==> config.mk <==
export PLATFORM = sky130hd
export DESIGN_NAME = param_pipe_core_flat
export DESIGN_NICKNAME = d
export VERILOG_FILES = /design/src/rtl/param_pipe_core_if.sv /design/src/rtl/param_pipe_core.sv /design/src/flat_wrapper.sv
export SDC_FILE = /design/constraint.sdc
export NUM_CORES = 1
export LEC_CHECK = 0
export ABC_CLOCK_PERIOD_IN_PS = 3400
export CORE_ASPECT_RATIO = 0.6
export CORE_MARGIN = 3
export CORE_UTILIZATION = 59
export CTS_CLUSTER_DIAMETER = 50
export DETAILED_ROUTE_END_ITERATION = 16
export PLACE_DENSITY = 0.81
export SKIP_LAST_GASP = 1
export SYNTH_ARGS = -nofsm -noshare
export SYNTH_HDL_FRONTEND = slang
export SYNTH_SLANG_ARGS = --single-unit
==> constraint.sdc <==
create_clock -name clk -period 3.4 [get_ports clk]
set_input_delay 0.68 -clock clk [delete_from_list [all_inputs] [get_ports clk]]
set_output_delay 0.68 -clock clk [all_outputs]
set_load 0.02 [all_outputs]
==> src/rtl/param_pipe_core_if.sv <==
// Instruction offer port for param_pipe_core: valid/ready handshake carrying
// one encoded instruction {op[2:0], rs1, rs2, rd} (SET: {op, imm, rd}).
interface param_pipe_core_if #(
   parameter int unsigned NREG = 4
);
   localparam int unsigned RW = $clog2(NREG);
   localparam int unsigned IW = 3 + 3 * RW;

   logic [IW-1:0] inst;
   logic          inst_valid;
   logic          inst_ready;

   modport master (output inst, output inst_valid, input inst_ready);
   modport slave  (input inst, input inst_valid, output inst_ready);
endinterface

==> src/rtl/param_pipe_core.sv <==
// Parametrised 3-stage (ID|EX|WB) pipeline with scoreboard-driven operand
// forwarding, 8-op ALU, synchronous flush and a retire counter.
// Operands are resolved in ID and carried as values, so RAW hazards never
// stall: the newest in-flight writer (EX, then WB) wins over the RF.
module param_pipe_core #(
   parameter int unsigned DW   = 8,
   parameter int unsigned NREG = 4,
   parameter int unsigned CNTW = 16,
   localparam int unsigned RW  = $clog2(NREG)
) (
   input  logic            clk,
   input  logic            rst,
   param_pipe_core_if.slave in_if,
   input  logic            stallex,
   input  logic            stallwb,
   input  logic            flush,
   input  logic [RW-1:0]   rf_rd_addr,
   output logic [DW-1:0]   rf_rd_data,
   output logic [CNTW-1:0] retire_cnt
);
   localparam int unsigned IW = 3 + 3 * RW;

   typedef enum logic [2:0] {
      OP_NOP  = 3'd0,
      OP_ADD  = 3'd1,
      OP_SET  = 3'd2,
      OP_NAND = 3'd3,
      OP_SUB  = 3'd4,
      OP_AND  = 3'd5,
      OP_OR   = 3'd6,
      OP_XOR  = 3'd7
   } op_e;

   // architectural and pipeline state
   logic [DW-1:0]        rf_q [NREG];
   logic [DW-1:0]        rf_d [NREG];
   logic [NREG-1:0][1:0] sb_q, sb_d;
   logic                 id_ex_valid_q, id_ex_valid_d;
   logic                 id_ex_wen_q, id_ex_wen_d;
   op_e                  id_ex_op_q, id_ex_op_d;
   logic [RW-1:0]        id_ex_rd_q, id_ex_rd_d;
   logic [DW-1:0]        id_ex_a_q, id_ex_a_d;
   logic [DW-1:0]        id_ex_b_q, id_ex_b_d;
   logic                 ex_wb_valid_q, ex_wb_valid_d;
   logic                 ex_wb_wen_q, ex_wb_wen_d;
   logic [RW-1:0]        ex_wb_rd_q, ex_wb_rd_d;
   logic [DW-1:0]        ex_wb_val_q, ex_wb_val_d;
   logic [CNTW-1:0]      retire_cnt_q, retire_cnt_d;

   // decode / handshake / datapath nets
   op_e                  dec_op;
   logic [RW-1:0]        dec_rs1, dec_rs2, dec_rd;
   logic [2*RW-1:0]      dec_imm;
   logic [DW-1:0]        opnd_a, opnd_b, ex_res;
   logic                 wb_ready, ex_ready, inst_ready;
   logic                 id_go, ex_go, wb_go;

   // field extraction from the offered instruction
   always_comb begin
      dec_op  = op_e'(in_if.inst[IW-1 -: 3]);
      dec_rs1 = in_if.inst[3*RW-1 -: RW];
      dec_rs2 = in_if.inst[2*RW-1 -: RW];
      dec_rd  = in_if.inst[RW-1:0];
      dec_imm = in_if.inst[3*RW-1:RW];
   end

   // per-stage handshake and go strobes; flush blocks every go
   always_comb begin
      wb_ready         = !stallwb;
      ex_ready         = !stallex && (wb_ready || !ex_wb_valid_q);
      inst_ready       = !flush && (ex_ready || !id_ex_valid_q);
      id_go            = in_if.inst_valid && inst_ready;
      ex_go            = id_ex_valid_q && ex_ready && !flush;
      wb_go            = ex_wb_valid_q && wb_ready && !flush;
      in_if.inst_ready = inst_ready;
   end

   // EX ALU; also the youngest forwarding source
   always_comb begin
      ex_res = '0;
      case (id_ex_op_q)
         OP_ADD:  ex_res = id_ex_a_q + id_ex_b_q;
         OP_SET:  ex_res = id_ex_a_q;
         OP_NAND: ex_res = ~(id_ex_a_q & id_ex_b_q);
         OP_SUB:  ex_res = id_ex_a_q - id_ex_b_q;
         OP_AND:  ex_res = id_ex_a_q & id_ex_b_q;
         OP_OR:   ex_res = id_ex_a_q | id_ex_b_q;
         OP_XOR:  ex_res = id_ex_a_q ^ id_ex_b_q;
         default: ex_res = '0;
      endcase
   end

   // operand select: EX writer, else WB writer, else RF; SET uses the immediate
   always_comb begin
      opnd_a = rf_q[dec_rs1];
      if (sb_q[dec_rs1][1]) begin
         opnd_a = ex_res;
      end else if (sb_q[dec_rs1][0]) begin
         opnd_a = ex_wb_val_q;
      end
      opnd_b = rf_q[dec_rs2];
      if (sb_q[dec_rs2][1]) begin
         opnd_b = ex_res;
      end else if (sb_q[dec_rs2][0]) begin
         opnd_b = ex_wb_val_q;
      end
      if (dec_op == OP_SET) begin
         opnd_a = DW'(dec_imm);
      end
   end

   // next state of stage registers, RF, counter and scoreboard
   always_comb begin
      id_ex_valid_d = id_ex_valid_q;
      id_ex_wen_d   = id_ex_wen_q;
      id_ex_op_d    = id_ex_op_q;
      id_ex_rd_d    = id_ex_rd_q;
      id_ex_a_d     = id_ex_a_q;
      id_ex_b_d     = id_ex_b_q;
      ex_wb_valid_d = ex_wb_valid_q;
      ex_wb_wen_d   = ex_wb_wen_q;
      ex_wb_rd_d    = ex_wb_rd_q;
      ex_wb_val_d   = ex_wb_val_q;
      rf_d          = rf_q;
      retire_cnt_d  = retire_cnt_q + CNTW'(wb_go);
      sb_d          = '0;

      if (flush) begin
         id_ex_valid_d = 1'b0;
      end else if (id_go) begin
         id_ex_valid_d = 1'b1;
         id_ex_wen_d   = (dec_op != OP_NOP);
         id_ex_op_d    = dec_op;
         id_ex_rd_d    = dec_rd;
         id_ex_a_d     = opnd_a;
         id_ex_b_d     = opnd_b;
      end else if (ex_go) begin
         id_ex_valid_d = 1'b0;
      end

      if (flush) begin
         ex_wb_valid_d = 1'b0;
      end else if (ex_go) begin
         ex_wb_valid_d = 1'b1;
         ex_wb_wen_d   = id_ex_wen_q;
         ex_wb_rd_d    = id_ex_rd_q;
         ex_wb_val_d   = ex_res;
      end else if (wb_go) begin
         ex_wb_valid_d = 1'b0;
      end

      if (wb_go && ex_wb_wen_q) begin
         rf_d[ex_wb_rd_q] = ex_wb_val_q;
      end

      // scoreboard tracks the stage contents it will sit beside next cycle
      for (int unsigned r = 0; r < NREG; r++) begin
         sb_d[r][1] = id_ex_valid_d && id_ex_wen_d && (id_ex_rd_d == RW'(r));
         sb_d[r][0] = ex_wb_valid_d && ex_wb_wen_d && (ex_wb_rd_d == RW'(r));
      end
   end

   // state registers with asynchronous reset
   always_ff @(posedge clk or posedge rst) begin
      if (rst) begin
         id_ex_valid_q <= 1'b0;
         id_ex_wen_q   <= 1'b0;
         id_ex_op_q    <= OP_NOP;
         id_ex_rd_q    <= '0;
         id_ex_a_q     <= '0;
         id_ex_b_q     <= '0;
         ex_wb_valid_q <= 1'b0;
         ex_wb_wen_q   <= 1'b0;
         ex_wb_rd_q    <= '0;
         ex_wb_val_q   <= '0;
         retire_cnt_q  <= '0;
         sb_q          <= '0;
         for (int unsigned i = 0; i < NREG; i++) begin
            rf_q[i] <= '0;
         end
      end else begin
         id_ex_valid_q <= id_ex_valid_d;
         id_ex_wen_q   <= id_ex_wen_d;
         id_ex_op_q    <= id_ex_op_d;
         id_ex_rd_q    <= id_ex_rd_d;
         id_ex_a_q     <= id_ex_a_d;
         id_ex_b_q     <= id_ex_b_d;
         ex_wb_valid_q <= ex_wb_valid_d;
         ex_wb_wen_q   <= ex_wb_wen_d;
         ex_wb_rd_q    <= ex_wb_rd_d;
         ex_wb_val_q   <= ex_wb_val_d;
         retire_cnt_q  <= retire_cnt_d;
         sb_q          <= sb_d;
         rf_q          <= rf_d;
      end
   end

   // debug read port and counter output
   always_comb begin
      rf_rd_data = rf_q[rf_rd_addr];
      retire_cnt = retire_cnt_q;
   end
endmodule
==> src/flat_wrapper.sv <==
// flat-port wrapper written by rule: the top's interface ports become plain ports
module param_pipe_core_flat 
#(
   parameter int unsigned DW   = 8,
   parameter int unsigned NREG = 4,
   parameter int unsigned CNTW = 16,
   localparam int unsigned RW  = $clog2(NREG)
)
  (clk, rst, stallex, stallwb, flush, rf_rd_addr, rf_rd_data, retire_cnt, in_if_inst, in_if_inst_valid, in_if_inst_ready);
  param_pipe_core_if #(.NREG(NREG)) in_if_i ();
  input  logic clk;
  input  logic rst;
  input  logic stallex;
  input  logic stallwb;
  input  logic flush;
  input  logic [RW-1:0] rf_rd_addr;
  output logic [DW-1:0] rf_rd_data;
  output logic [CNTW-1:0] retire_cnt;
  input wire logic [$bits(in_if_i.inst)-1:0] in_if_inst;
  input wire logic [$bits(in_if_i.inst_valid)-1:0] in_if_inst_valid;
  output wire logic [$bits(in_if_i.inst_ready)-1:0] in_if_inst_ready;
  assign in_if_i.inst = in_if_inst;
  assign in_if_i.inst_valid = in_if_inst_valid;
  assign in_if_inst_ready = in_if_i.inst_ready;
  param_pipe_core #(.DW(DW), .NREG(NREG), .CNTW(CNTW)) u_core (.clk(clk), .rst(rst), .in_if(in_if_i), .stallex(stallex), .stallwb(stallwb), .flush(flush), .rf_rd_addr(rf_rd_addr), .rf_rd_data(rf_rd_data), .retire_cnt(retire_cnt));
endmodule
==> impl_metrics.tcl <==
set metrics [dict create \
    crit_path_start_kind "input port" \
    grt_pass1_wl_um 21400 \
    yosysUniqueCellTypes 51 \
    period_needed_ns 3.21 \
    final_nets 578 \
    antennaDiodeCount 0 \
    post-route-util 0.729 \
    r2r-end "u_core.ex_wb_val_q[5]" \
    hold_buffers 0 \
    cp_max_fo 6 \
    setup_tns_ns 0 \
    grt_pass1_vias 4215 \
    ioPinCount 42 \
    die_h_um 81.7 \
    worst_slew_pin_slew_ns 0.650 \
    fin_crit_sh 0.943 \
    reg2reg_slack_ns 0.43 \
    wl_per_cell_um 19.0 \
    drv_cap 0 \
    die_area_sq_mm 0.0108 \
    path_cells "clkdlybuf4s50_1 > mux4_2 > clkdlybuf4s50_1" \
    crit_family "buffers and inverters" \
    cp_common_cell "clkdlybuf4s50_1" \
    cts_resized 0 \
    grt_max_degree 72 \
    root_buffer "clkbuf_16" \
    antenna_found_initial 0 \
    dr.pass1.iters 5 \
    initial_core_util 0.634 \
    synth_edf_count 0 \
    yosysWarningCount 0 \
    layout-drive-gt1-share 0.217 \
    relSlewSlack 0.565 \
    finClkSkew_ns 0.0106 \
    ys_async_sr_fraction 1.00 \
    track_usage 0.254 \
    status "finished, final reports clean" \
    final-hold-violation-count 0 \
    std_cell_rows 26 \
    cts_made_buffers 9 \
    cts.clk_slew.worst_paths_ns 0.07 \
    clk_latency_ns 0.35 \
    area_delta_synth_final_pct 14.9 \
    arrival_ns 2.53 \
    place_hpwl_um 9220 \
    ys.flop_type "dfrtp_1" \
    syn_nets 536 \
    cpMaxStageDelayCell "clkdlybuf4s50_1" \
    cts_max_level 3 \
    final-setup-viol-count 0 \
    core_sq_mm 0.00888 \
    vias 4112 \
    worstHoldPathType "flip-flop to flip-flop" \
    die_x_um 132 \
    yosysSeqAreaShare 0.404 \
    globalplace.congestion 0.949 \
    mappedNetlistArea_sq_mm 0.00563 \
    finalMaxSlewViolations 0 \
    powerDensity_mw_per_mm2 566 \
    final_antenna_net_count 0 \
    syn-instance-count 492 \
    synth_seq_cells 91 \
    critPathBufInv 2 \
    drt_iter0_markers 348 \
    crit_path_max_incr_delay_ns 0.74 \
    cts_tree "yes" \
    min_to "u_core.retire_cnt[15]" \
    drc 0 \
    hold-worst-slack_ns 0.475 \
    io_buffers 41 \
    fillCellCount 603 \
    cp.required_ns 2.72 \
    rr_startpoint "u_core.id_ex_op_q[0]" \
    postSynthAreaPerCell_sq_um 11.5 \
    cts_buffer_depth 2 \
    rsz0062_at_grt "false" \
    gr-total-overflow 0 \
    postCtsSetupRepairBufs 0 \
    ir_drop_mv 0.285 \
    reg2regPathDepth 10 \
    leakage_uw 0.00283 \
    path_class "input port to output port" \
    avgViaCountPerCell 6.18 \
    min_path_cells 1 \
    fmax_mhz 312 \
    end_kind "output port" \
    hold_path.startpoint "u_core.retire_cnt[15]" \
    cts.sinks 91 \
    route.final.wire_length_um 12600 \
]
-- final cells by class --
class,instances,area (sq um),area share
multi-input combinational,355,3130,0.483
sequential,91,2280,0.352
timing repair buffer,54,533,0.0823
clock buffer,9,225,0.0348
tap,126,158,0.0243
inverter,23,87.6,0.0135
clock inverter,7,65.1,0.0100
-- layer usage --
layer	GRT usage	wire, um
met4	0.0765	116
met5	0	0
met1	0.379	6130
met2	0.378	5570
met3	0.0551	798
-- synth_stat cells, drive strengths merged, types with 3 or more instances --
| master | instances | area (sq um) |
|---|---|---|
| clkbuf | 6 | 22.5 |
| o21ai | 28 | 144 |
| xnor2 | 19 | 166 |
| buf | 17 | 119 |
| nor4 | 4 | 31.3 |
| mux4 | 30 | 676 |
| inv | 23 | 86.3 |
| a21o | 3 | 22.5 |
| a21oi | 28 | 144 |
| nand3 | 10 | 50.1 |
| mux2i | 18 | 180 |
| and3 | 5 | 31.3 |
| nor2 | 29 | 109 |
| nor3 | 5 | 25.0 |
| nand3b | 3 | 22.5 |
| xor2 | 5 | 43.8 |
| dfrtp | 91 | 2280 |
| nand2 | 33 | 124 |
| o211ai | 3 | 22.5 |
| nor2b | 6 | 37.5 |
| o31ai | 3 | 22.5 |
| ha | 26 | 325 |
| o21a | 5 | 37.5 |
| a211oi | 10 | 75.1 |
| nor3b | 6 | 61.3 |
| mux2 | 51 | 574 |
| nand2b | 8 | 50.1 |
-- power by group --
group | total [uW] | leakage [uW] | switching (uW) | internal, uW
clock | 983 | 0.000141 | 468 | 515
sequential | 1450 | 0.00122 | 214 | 1230
combinational | 1230 | 0.00146 | 638 | 594
-- how the worst max path moves through the flow --
| stage | start | endpoint | slack (ns) | depth (start not counted) |
|---|---|---|---|---|
| final | rf_rd_addr[1] | rf_rd_data[6] | 0.19 | 3 |
| after global routing | rf_rd_addr[1] | rf_rd_data[6] | 0.11 | 3 |
| after CTS | rf_rd_addr[1] | rf_rd_data[6] | 0.19 | 3 |
| after global placement | rf_rd_addr[1] | rf_rd_data[7] | 0.22 | 3 |
| after floorplan | rst | u_core.ex_wb_rd_q[0] | 0.36 | 1 |
| after detailed placement | rf_rd_addr[1] | rf_rd_data[6] | 0.21 | 3 |
-- through the flow --
step	setup WS [ns]	power [uW]	area, sq um	instances
floorplan	0.356	2340	5630	492
global placement	0.223	2620	6180	649
detailed placement	0.206	2680	6180	649
CTS	0.190	3680	6470	665
global route	0.110	3890	6470	665
finish	0.194	3660	6470	665
-- cells by family (layout without fill, tap and decap cells) --
family,after synthesis,after routing,synth area share
xor+xnor,24,24,0.0373
buf+inv,46,93,0.0404
fa+ha+maj,27,27,0.0613
compound gates,90,90,0.0982
simple gates,115,115,0.105
flops,91,91,0.404
mux,99,99,0.254
-- worst register-to-register path: cells and delay by family (launching register included) --
| family | cells | cell delay, ns |
|---|---|---|
| compound gates | 3 | 0.72 |
| fa+ha+maj | 1 | 0.21 |
| buf+inv | 1 | 0.06 |
| flops | 1 | 0.41 |
| mux | 2 | 0.67 |
| simple gates | 3 | 0.79 |
-- cells in the final DEF, fill, tap and decap left out, drive strengths merged, types with 3 or more instances in the layout --
master	netlist	routed
a211oi	10	10
a21o	3	3
a21oi	28	28
and3	5	5
buf	17	13
clkbuf	6	9
clkdlybuf4s50	0	41
dfrtp	91	91
ha	26	26
inv	23	27
mux2	51	51
mux2i	18	18
mux4	30	30
nand2	33	33
nand2b	8	8
nand3	10	10
nand3b	3	3
nor2	29	29
nor2b	6	6
nor3	5	5
nor3b	6	6
nor4	4	4
o211ai	3	3
o21a	5	5
o21ai	28	28
o31ai	3	3
xnor2	19	19
xor2	5	5
-- registers in the layout (all words and copies together) (netlist names) --
signal and count:
u_core.id_ex_rd_q 2, u_core.id_ex_valid_q 1, u_core.id_ex_wen_q 1, u_core.sb_q 8, u_core.ex_wb_val_q 8, u_core.id_ex_op_q 3, u_core.retire_cnt 16, u_core.ex_wb_valid_q 1
u_core.id_ex_b_q 8, u_core.id_ex_a_q 8, u_core.ex_wb_wen_q 1, u_core.ex_wb_rd_q 2, u_core.rf_q 32
Power figures use the tool's default switching activity.
